**src/rtl/ps2_mouse_pkg.sv**
```systemverilog
// Shared definitions for the PS/2 mouse receiver and cursor tracker:
// frame FSM encoding, byte-0 bit positions, default screen size, clamp helper.
package ps2_mouse_pkg;

    typedef enum logic [1:0] {
        IDLE   = 2'd0,
        DATA   = 2'd1,
        PARITY = 2'd2,
        STOP   = 2'd3
    } rx_state_e;

    localparam int B0_LEFT   = 0;
    localparam int B0_RIGHT  = 1;
    localparam int B0_MIDDLE = 2;
    localparam int B0_SYNC   = 3;
    localparam int B0_XSIGN  = 4;
    localparam int B0_YSIGN  = 5;
    localparam int B0_XOVF   = 6;
    localparam int B0_YOVF   = 7;

    localparam int DEF_SCREEN_W = 640;
    localparam int DEF_SCREEN_H = 480;

    // Only the header bits the cursor path consumes are kept.
    typedef struct packed {
        logic left;
        logic x_sign;
        logic y_sign;
        logic x_ovf;
        logic y_ovf;
    } pkt_hdr_t;

    function automatic logic [9:0] clamp_axis(input logic signed [11:0] v, input int lim);
        if (v < 12'sd0)
            return '0;
        else if (int'(v) > lim - 1)
            return 10'(lim - 1);
        else
            return v[9:0];
    endfunction

endpackage

```
**src/rtl/ps2_rx_frame.sv**
```systemverilog
// PS/2 device-to-host byte receiver: pad synchronisers, ps2_clk glitch filter,
// 11-bit frame FSM. Optional inactivity watchdog under PS2_MOUSE_WATCHDOG_EN.
module ps2_rx_frame
    import ps2_mouse_pkg::*;
#(
    parameter int FILTER_LEN     = 8,
    parameter int TIMEOUT_CYCLES = 10000
) (
    input  logic       clk,
    input  logic       reset,
    input  logic       ps2_clk,
    input  logic       ps2_data,
    output logic [7:0] rx_byte,
    output logic       rx_valid,
    output logic       rx_err
);

    localparam int FW = $clog2(FILTER_LEN + 1);

    logic [1:0]    clk_sync, dat_sync;
    logic [FW-1:0] flt_cnt;
    logic          clk_flt;
    logic          fall;
    logic          din;

    rx_state_e     state, state_n;
    logic [2:0]    bit_cnt, bit_cnt_n;
    logic [7:0]    shreg, shreg_n;

    // Lines idle high, so reset the synchronisers to 1 to avoid a false edge.
    always_ff @(posedge clk) begin
        if (reset) begin
            clk_sync <= 2'b11;
            dat_sync <= 2'b11;
        end else begin
            clk_sync <= {clk_sync[0], ps2_clk};
            dat_sync <= {dat_sync[0], ps2_data};
        end
    end

    // A level change is accepted after FILTER_LEN consecutive differing samples.
    always_ff @(posedge clk) begin
        if (reset) begin
            flt_cnt <= '0;
            clk_flt <= 1'b1;
            fall    <= 1'b0;
        end else begin
            fall <= 1'b0;
            if (clk_sync[1] == clk_flt) begin
                flt_cnt <= '0;
            end else if (flt_cnt == FW'(FILTER_LEN - 1)) begin
                flt_cnt <= '0;
                clk_flt <= clk_sync[1];
                fall    <= clk_flt;
            end else begin
                flt_cnt <= flt_cnt + 1'b1;
            end
        end
    end

    assign din     = dat_sync[1];
    assign rx_byte = shreg;

`ifdef PS2_MOUSE_WATCHDOG_EN
    localparam int WW = $clog2(TIMEOUT_CYCLES + 1);
    logic [WW-1:0] wd_cnt;
    logic          wd_hit;

    assign wd_hit = (state != IDLE) && !fall && (wd_cnt == WW'(TIMEOUT_CYCLES - 1));

    always_ff @(posedge clk) begin
        if (reset || fall || state == IDLE || wd_hit)
            wd_cnt <= '0;
        else
            wd_cnt <= wd_cnt + 1'b1;
    end
`else
    logic wd_hit;
    assign wd_hit = 1'b0;
`endif

    always_ff @(posedge clk) begin
        if (reset) begin
            state   <= IDLE;
            bit_cnt <= '0;
            shreg   <= '0;
        end else begin
            state   <= state_n;
            bit_cnt <= bit_cnt_n;
            shreg   <= shreg_n;
        end
    end

    always_comb begin
        state_n   = state;
        bit_cnt_n = bit_cnt;
        shreg_n   = shreg;
        rx_valid  = 1'b0;
        rx_err    = 1'b0;
        if (wd_hit) begin
            state_n = IDLE;
            rx_err  = 1'b1;
        end else if (fall) begin
            case (state)
                IDLE: begin
                    if (!din) begin
                        state_n   = DATA;
                        bit_cnt_n = '0;
                    end
                end
                DATA: begin
                    shreg_n   = {din, shreg[7:1]};
                    bit_cnt_n = bit_cnt + 3'd1;
                    if (bit_cnt == 3'd7)
                        state_n = PARITY;
                end
                PARITY: begin
                    // Odd parity: the parity bit is the complement of the data XOR.
                    if (din == ~^shreg) begin
                        state_n = STOP;
                    end else begin
                        state_n = IDLE;
                        rx_err  = 1'b1;
                    end
                end
                STOP: begin
                    state_n = IDLE;
                    if (din)
                        rx_valid = 1'b1;
                    else
                        rx_err = 1'b1;
                end
                default: state_n = IDLE;
            endcase
        end
    end

endmodule

```
**src/rtl/ps2_mouse_cursor.sv**
```systemverilog
// PS/2 mouse packet assembler and clamped cursor tracker.
// Optional receiver watchdog: define PS2_MOUSE_WATCHDOG_EN.
module ps2_mouse_cursor
    import ps2_mouse_pkg::*;
#(
    parameter int SCREEN_W       = DEF_SCREEN_W,
    parameter int SCREEN_H       = DEF_SCREEN_H,
    parameter int FILTER_LEN     = 8,
    parameter int TIMEOUT_CYCLES = 10000
) (
    input  logic       clk,
    input  logic       reset,
    input  logic       ps2_clk,
    input  logic       ps2_data,
    output logic [9:0] mouseX,
    output logic [9:0] mouseY,
    output logic       mouseBotton,
    output logic       click,
    output logic       packet_valid,
    output logic       frame_error
);

    logic [7:0] rx_byte;
    logic       rx_valid, rx_err;

    ps2_rx_frame #(
        .FILTER_LEN    (FILTER_LEN),
        .TIMEOUT_CYCLES(TIMEOUT_CYCLES)
    ) u_rx (
        .clk     (clk),
        .reset   (reset),
        .ps2_clk (ps2_clk),
        .ps2_data(ps2_data),
        .rx_byte (rx_byte),
        .rx_valid(rx_valid),
        .rx_err  (rx_err)
    );

    logic [1:0]         byte_idx;
    pkt_hdr_t           hdr;
    logic [7:0]         dx_byte;
    logic signed [11:0] dx, dy, nx, ny;

    // Byte 2 is consumed directly off the receiver, so the update lands one
    // clock after its stop bit without an extra holding register.
    always_comb begin
        dx = hdr.x_ovf ? 12'sd0 : $signed({{4{hdr.x_sign}}, dx_byte});
        dy = hdr.y_ovf ? 12'sd0 : $signed({{4{hdr.y_sign}}, rx_byte});
        nx = $signed(12'(mouseX)) + dx;
        ny = $signed(12'(mouseY)) - dy;
    end

    always_ff @(posedge clk) begin
        if (reset) begin
            byte_idx     <= '0;
            hdr          <= '0;
            dx_byte      <= '0;
            mouseX       <= 10'(SCREEN_W / 2);
            mouseY       <= 10'(SCREEN_H / 2);
            mouseBotton  <= 1'b0;
            click        <= 1'b0;
            packet_valid <= 1'b0;
            frame_error  <= 1'b0;
        end else begin
            packet_valid <= 1'b0;
            click        <= 1'b0;
            frame_error  <= rx_err;
            if (rx_err) begin
                byte_idx <= '0;
            end else if (rx_valid) begin
                case (byte_idx)
                    2'd0: begin
                        // Bit 3 is always set in a real header; anything else is noise.
                        if (rx_byte[B0_SYNC]) begin
                            hdr.left   <= rx_byte[B0_LEFT];
                            hdr.x_sign <= rx_byte[B0_XSIGN];
                            hdr.y_sign <= rx_byte[B0_YSIGN];
                            hdr.x_ovf  <= rx_byte[B0_XOVF];
                            hdr.y_ovf  <= rx_byte[B0_YOVF];
                            byte_idx   <= 2'd1;
                        end
                    end
                    2'd1: begin
                        dx_byte  <= rx_byte;
                        byte_idx <= 2'd2;
                    end
                    default: begin
                        byte_idx     <= '0;
                        mouseX       <= clamp_axis(nx, SCREEN_W);
                        mouseY       <= clamp_axis(ny, SCREEN_H);
                        mouseBotton  <= hdr.left;
                        click        <= hdr.left & ~mouseBotton;
                        packet_valid <= 1'b1;
                    end
                endcase
            end
        end
    end

endmodule

```
**config.mk**
```make
export PLATFORM = sky130hd
export DESIGN_NAME = ps2_mouse_cursor
export DESIGN_NICKNAME = d
export VERILOG_FILES = /design/src/rtl/ps2_mouse_pkg.sv /design/src/rtl/ps2_rx_frame.sv /design/src/rtl/ps2_mouse_cursor.sv
export SDC_FILE = /design/constraint.sdc
export NUM_CORES = 1
export LEC_CHECK = 0
export CORE_UTILIZATION = 35
export CTS_CLUSTER_DIAMETER = 60
export DETAILED_ROUTE_END_ITERATION = 8
export PLACE_DENSITY = 0.5
export SLEW_MARGIN = 20
export SYNTH_ARGS = -nofsm -noshare
export SYNTH_HDL_FRONTEND = slang
export SYNTH_SLANG_ARGS = --single-unit
```
**constraint.sdc**
```tcl
create_clock -name clk -period 2.95 [get_ports clk]
set_input_delay 0.885 -clock clk [delete_from_list [all_inputs] [get_ports clk]]
set_output_delay 0.885 -clock clk [all_outputs]
set_load 0.02 [all_outputs]
```
Word level (Yosys, flattened, before mapping)
Cells that the tools add are included. Widths: inputs -> output; s select.

Register bits after elaboration: 62. Output and inout port bits: 24.

Bitwise logic cells: 7. Equality and inequality tests: 11. $add $sub $neg: 4. Reductions and logical operators: 18. Mux-type cells: 22. Order comparisons: 4.

Operators with widths (number): $mux 10 (4); $lt 12x1->1 const B (2); $mux 12 (2); $add 11x12->12 (1); $gt 12x10->1 const B (1); $gt 12x11->1 const B (1); $reduce_and 3->1 (4); $sub 11x12->12 (1); $reduce_or 3->1 (3); $mux 2 (4); $pmux 2 s4 (1); $reduce_xnor 8->1 (1); $mux 1 (7); $not 1->1 (6); $pmux 3 s2 (1); $reduce_and 2->1 (3); $reduce_or 5->1 (1); $add 4x1->4 const B (1); $eq 2x1->1 const B (2); $eq 2x2->1 const B (2); $eq 4x3->1 const B (1); $logic_not 2->1 (2); $ne 2x1->1 const B (2); $pmux 2 s2 (1); other kinds (10) (12).

Longest topological paths before layout
Depth in word-level cells: 7. Gate-level depth with buffers: 11. Gate-level depth less buffers: 11.

Modules after synthesis
A second synthesis with hierarchy kept.

Cells, all modules: 413. Area, all modules: 3663.5 um^2.

By module, submodules not included: ps2_mouse_cursor (area each 2681.3 um^2, cells an instance 315, times used 1, sequential area each 780.7 um^2); ps2_rx_frame (area each 982.2 um^2, cells an instance 98, times used 1, sequential area each 460.4 um^2).

Worst setup path after synthesis
No wires, ideal clock.

Path kind: reg-to-reg. Start point: register u_rx.shreg[0] (netlist: u_rx.rx_byte[0]). End point: register mouseY[4]. Data required time: 2.881 ns. Stages on the path, launching flop included: 12. Data arrival time: 2.580 ns. Setup slack: 0.301 ns. Cell sequence: dfxtp_1 nor2b_1 ha_1 inv_1 fa_1 a21o_1 a221oi_2 nor2_2 xnor2_1 or4_4 and4_1 o21ai_1.

Cells in the longest elaborated chain, start to end: 7. Elaborated cells between the ends (all ways): 13. Those cells by class: add/sub: 1; order compare: 2; eq/ne: 1; mux: 6; bitwise: 1; reduce/logical: 2.

RTL lines: from (decl) (line ps2_rx_frame.sv:28) `logic [7:0] shreg, shreg_n;`; from (signal assigned) (line ps2_rx_frame.sv:90) `shreg <= shreg_n;`; branches (longest 7 deep; another with $sub 11x12->12); to (signal assigned) (line ps2_mouse_cursor.sv:59) `mouseY <= 10'(SCREEN_H / 2);`; to (signal assigned) (line ps2_mouse_cursor.sv:90) `mouseY <= clamp_axis(ny, SCREEN_H);`; to (decl) (line ps2_mouse_cursor.sv:16) `output logic [9:0] mouseY,`.

Parallel ways; which one is timed is not known. A chain may end at the register's enable or synchronous reset.

Final worst setup path
Start point: register hdr[0] (netlist bit). End point: register mouseY[4].

Cells in the longest elaborated chain, start to end: 5. Elaborated cells between the ends (all ways): 6. Those cells by class: add/sub: 1; order compare: 2; mux: 3.

RTL lines: from (decl) (line ps2_mouse_cursor.sv:40) `pkt_hdr_t hdr;`; $mux 12 * (line ps2_mouse_cursor.sv:48) `dy = hdr.y_ovf ? 12'sd0 : $signed({{4{hdr.y_sign}}, rx_byte});`; $sub 11x12->12 * (line ps2_mouse_cursor.sv:50) `ny = $signed(12'(mouseY)) - dy;`; $gt 12x10->1 (line ps2_mouse_pkg.sv:36) `else if (int'(v) > lim - 1)`; $mux 10 (line ps2_mouse_pkg.sv:36); $mux 10 * (line ps2_mouse_pkg.sv:34) `if (v < 12'sd0)`.

Every way passes the cells marked *; elsewhere a longest branch is shown, timed or not.

==> results.tsv <==
stage	metric	value	unit
sta	Worst-Margin Slew	677	ps
clock_tree	# hold bufs at CTS	0	
sta	Rel. slew slack	54.9	%
yosys	Mapped Area	3740	sq um
finish	n_diodes	0	
clock_tree	CTS tree	yes	
finish	Layout area overhead	19.1	%
floorplanning	row cnt	37	
finish	share of layout cells above drive strength 1	13.7	%
yosys	Synth Net Count	455	
yosys	largest family of logic cells by synthesized area	compound AO/OA/AOI/OAI gates	
routing	initial drt markers	50	
sta	fin. max-slew vios	0	
sta	Final setup viols	0	
placed_design	dpl ws	156	ps
setup_path	CP Buf/Inv Count	1	
yosys	mux contribution to synthesized area	4.38	%
sta	final worst setup slack	199	ps
setup_path	reg2reg start	hdr[0]$_SDFFE_PP0P_	
setup_path	Setup crit start	hdr[0]$_SDFFE_PP0P_	
floorplanning	Die ar.	11100	sq um
routing	Routed Antenna Nets	0	
yosys	ys async rst share	0	%
routing	Residual DRC	0	
yosys	Netlist cell types	68	
floorplanning	Die Y	105	microns
yosys	synth warn	0	
pwr	peak supply drop	0.226	mV
pwr	Static Leak	1.89	nW
run	# Max-Cap Violations	0	
clock_tree	CTS resizes	0	
global_route	number of global-route vias before repair	2918	
clock_tree	H-tree depth	3	
setup_path	CP cell instances	nor2b_1 -> ha_1 -> inv_1 -> fa_1 -> a21o_1 -> a221oi_2 -> nor2_2 -> xnor2_1 -> or4_4 -> and4_1 -> o21ai_1	
run_status	status	finished, final reports clean	
setup_path	Startpoint Class	flip-flop	
finish	number of filler cells placed in the layout	1073	
placed_design	DP Wirelength	5930	microns
finish	NumNets Final	494	
clock_tree	TritonCTS buffer count	9	
yosys	Synth Area in Simple Gates	20.7	%
setup_path	largest delay contributor family on the critical path	simple AND/OR/NAND/NOR gates	
floorplanning	I/O pin cnt	28	
yosys	XOR/XNOR Fraction of Synth Area	6.45	%
setup_path	CP Capture Type	flip-flop	
routing	final wirelength	7920	microns
clock_tree	clk buf depth	2	
sta	Period minus WS final	2750	ps
floorplanning	Die Span X	105	microns
routing	Vias	3029	
setup_path	crit path DAT	3030	ps
clock_tree	clk sinks	62	
setup_path	Crit path required time	3220	ps
routing	Met1 Routed Length	3840	microns
worst_hold_path	Hold Path Stages	1	
yosys	Synth Flop Type	dfxtp_1	
yosys	adder-cell share of the synthesized area	9.77	%
routing	vias per inst	5.02	
global_route	grt ovf	0	
yosys	Syn Area/Cell	8.84	sq um
setup_path	Slowest-stage cell, CP	or4_4	
sta	fmax	363	MHz
yosys	sequential share of the synthesized area	33.2	%
setup_path	worst reg-to-reg path cell count	11	
routing	WL/cell	13.1	microns
finish	final core utilization	43.2	%
routing	First-pass DRT Iterations	4	
yosys	Mapped Cells	423	
pwr	Pwr per Cell Area	392	nW/um^2
finish	FF+latch area	1240	sq um
global_route	initial antenna violation count	0	
setup_path	CP max FO	10	
sta	Setup Skew	9.66	ps
global_route	first-pass GRT wire length	13600	microns
sta	RSZ-0062 raised after global routing	yes	
yosys	FF+latch count, synth	62	
routing	routed length on met2	3780	microns
setup_path	kind of critical path	reg -> reg	
yosys	number of synthesized flops with an enable pin	0	
placed_design	Final Wtd Congestion	0.794	
setup_path	max incr delay on CP	530	ps
worst_hold_path	hold wc startpoint	u_rx.dat_sync[0]$_SDFF_PP1_	
global_route	GR Util All Layers	15.3	%
floorplanning	effective utilization at floorplan	36.2	%
pwr	Power, Total	1.75	mW
routing	top sig layer	met4	
setup_path	reg-to-reg endpoint	mouseY[4]$_SDFFE_PP1P_	
clock_tree	clk_lat worst skew	330	ps
yosys	compound-gate portion of the synthesized area	21.5	%
worst_hold_path	Hold Crit Class	reg -> reg	
clock_tree	clk root buf	clkbuf_8	
routing	WL met3	182	microns
worst_hold_path	Hold Crit Endpoint	u_rx.dat_sync[1]$_SDFF_PP1_	
global_route	largest net degree at the start of global routing	32	
setup_path	reg-to-reg slack, setup	200	ps
floorplanning	core area	10300	sq um
clock_tree	Post-CTS Setup Inserts	0	
clock_tree	CTS clk-pin slew, worst paths	70	ps
finish	multi-input combinational cell area	2360	sq um
sta	final hold violation count	0	
sta	period utilization	93.3	%
placed_design	PortBufs	27	
power breakdown:
| group | internal (mW) | switching (mW) | total, mW |
|---|---|---|---|
| Combinational | 0.00877 | 0.0171 | 0.0258 |
| Clock | 0.545 | 0.337 | 0.882 |
| Sequential | 0.839 | 0.00191 | 0.841 |
| Total | 1.39 | 0.356 | 1.75 |
cells in the final DEF (no fill, tap or decap), types with 5 or more instances in the layout:
cell             count
o21a_1               7
xor2_1               8
inv_1               18
mux2i_1             15
ha_1                26
nand2b_1            10
xnor2_1             17
o21ai_0              7
and2_1               5
a221oi_2             6
buf_4               16
dfxtp_1             61
clkdlybuf4s50_1     26
a21oi_1             41
clkbuf_8            12
nand2_1             49
nor2_1              41
nor2b_1             11
area by class of cell:
class / instances / area share, %
inverters: 18 / 1.52
repair buffers: 43 / 8.65
flip-flops and latches: 62 / 27.9
multi-input cells: 328 / 52.9
well taps: 136 / 3.82
clock buffers: 13 / 3.79
clock inverters: 3 / 1.46
sequential cells by signal, summed over array words and instances, names as in the netlist, 3 cells and up:
name          cells
hdr               5
u_rx.flt_cnt      4
dx_byte           8
u_rx.bit_cnt      3
mouseY           10
mouseX           10
u_rx.rx_byte      8
synth_stat cells, types with 2 or more instances:
library cell / count / share of area (%)
buf_4: 2 / 0.40
a21oi_1: 41 / 5.5
o31ai_1: 3 / 0.60
fa_1: 2 / 1.1
and2_1: 5 / 0.84
a21oi_4: 2 / 0.87
a31oi_1: 2 / 0.33
a211o_1: 2 / 0.47
or2_2: 4 / 0.67
nor4b_1: 2 / 0.47
a21o_1: 4 / 0.80
nand2_1: 49 / 4.9
nand3_1: 2 / 0.27
xor2_1: 8 / 1.9
nor2b_1: 11 / 1.8
o21a_1: 7 / 1.4
buf_2: 2 / 0.27
o211ai_1: 3 / 0.60
ha_1: 26 / 8.7
dfxtp_1: 62 / 33
o31a_1: 2 / 0.47
and3_1: 3 / 0.50
nor3_1: 4 / 0.54
nand4b_1: 3 / 0.70
a22oi_1: 2 / 0.40
a221oi_2: 6 / 2.4
nand3b_1: 2 / 0.40
nand2b_1: 11 / 1.8
nor2_1: 41 / 4.1
mux2i_1: 15 / 4.0
o21bai_1: 4 / 0.80
o21ai_1: 4 / 0.54
clkbuf_1: 9 / 0.90
or3_1: 4 / 0.67
xnor2_1: 17 / 4.0
inv_1: 18 / 1.8
o21ai_0: 7 / 0.94
nand4_1: 2 / 0.33
worst max path at each step:
stage	end	slack, ps	depth (start not counted)
4_1_cts	mouseY[4]$_SDFFE_PP1P_	130	11
3_3_place_gp	mouseY[4]$_SDFFE_PP1P_	210	11
2_1_floorplan	mouseY[4]$_SDFFE_PP1P_	300	11
3_5_place_dp	mouseY[4]$_SDFFE_PP1P_	160	11
6_report	mouseY[4]$_SDFFE_PP1P_	200	11
5_1_grt	mouseX[8]$_SDFFE_PP1P_	-9	11
metrics by stage:
stage                     instance area (sq um)  std cells  hold slack, ps  setup TNS (ps)
after floorplan                            3740        423             389               0
after global placement                     4210        587             395               0
after detailed placement                   4210        587             392               0
after CTS                                  4450        603             410               0
after global routing                       4460        603             427           -9.21
final                                      4460        603             409               0
metal layers:
metal | track usage [%] | vias to the layer above
met5 | 0 | -
met4 | 6.34 | 0
met3 | 2.72 | 11
met2 | 25.5 | 34
met1 | 19.5 | 1411
li1 | - | 1573
cells by family (layout without fill, tap and decap cells):
logic type,count (synthesis),in the layout
flops,62,62
simple gates,152,152
buf+inv,33,77
mux,16,16
xor+xnor,26,26
fa+ha+maj,28,28
compound gates,106,106
Note: power is estimated with default switching activity, not from simulation.
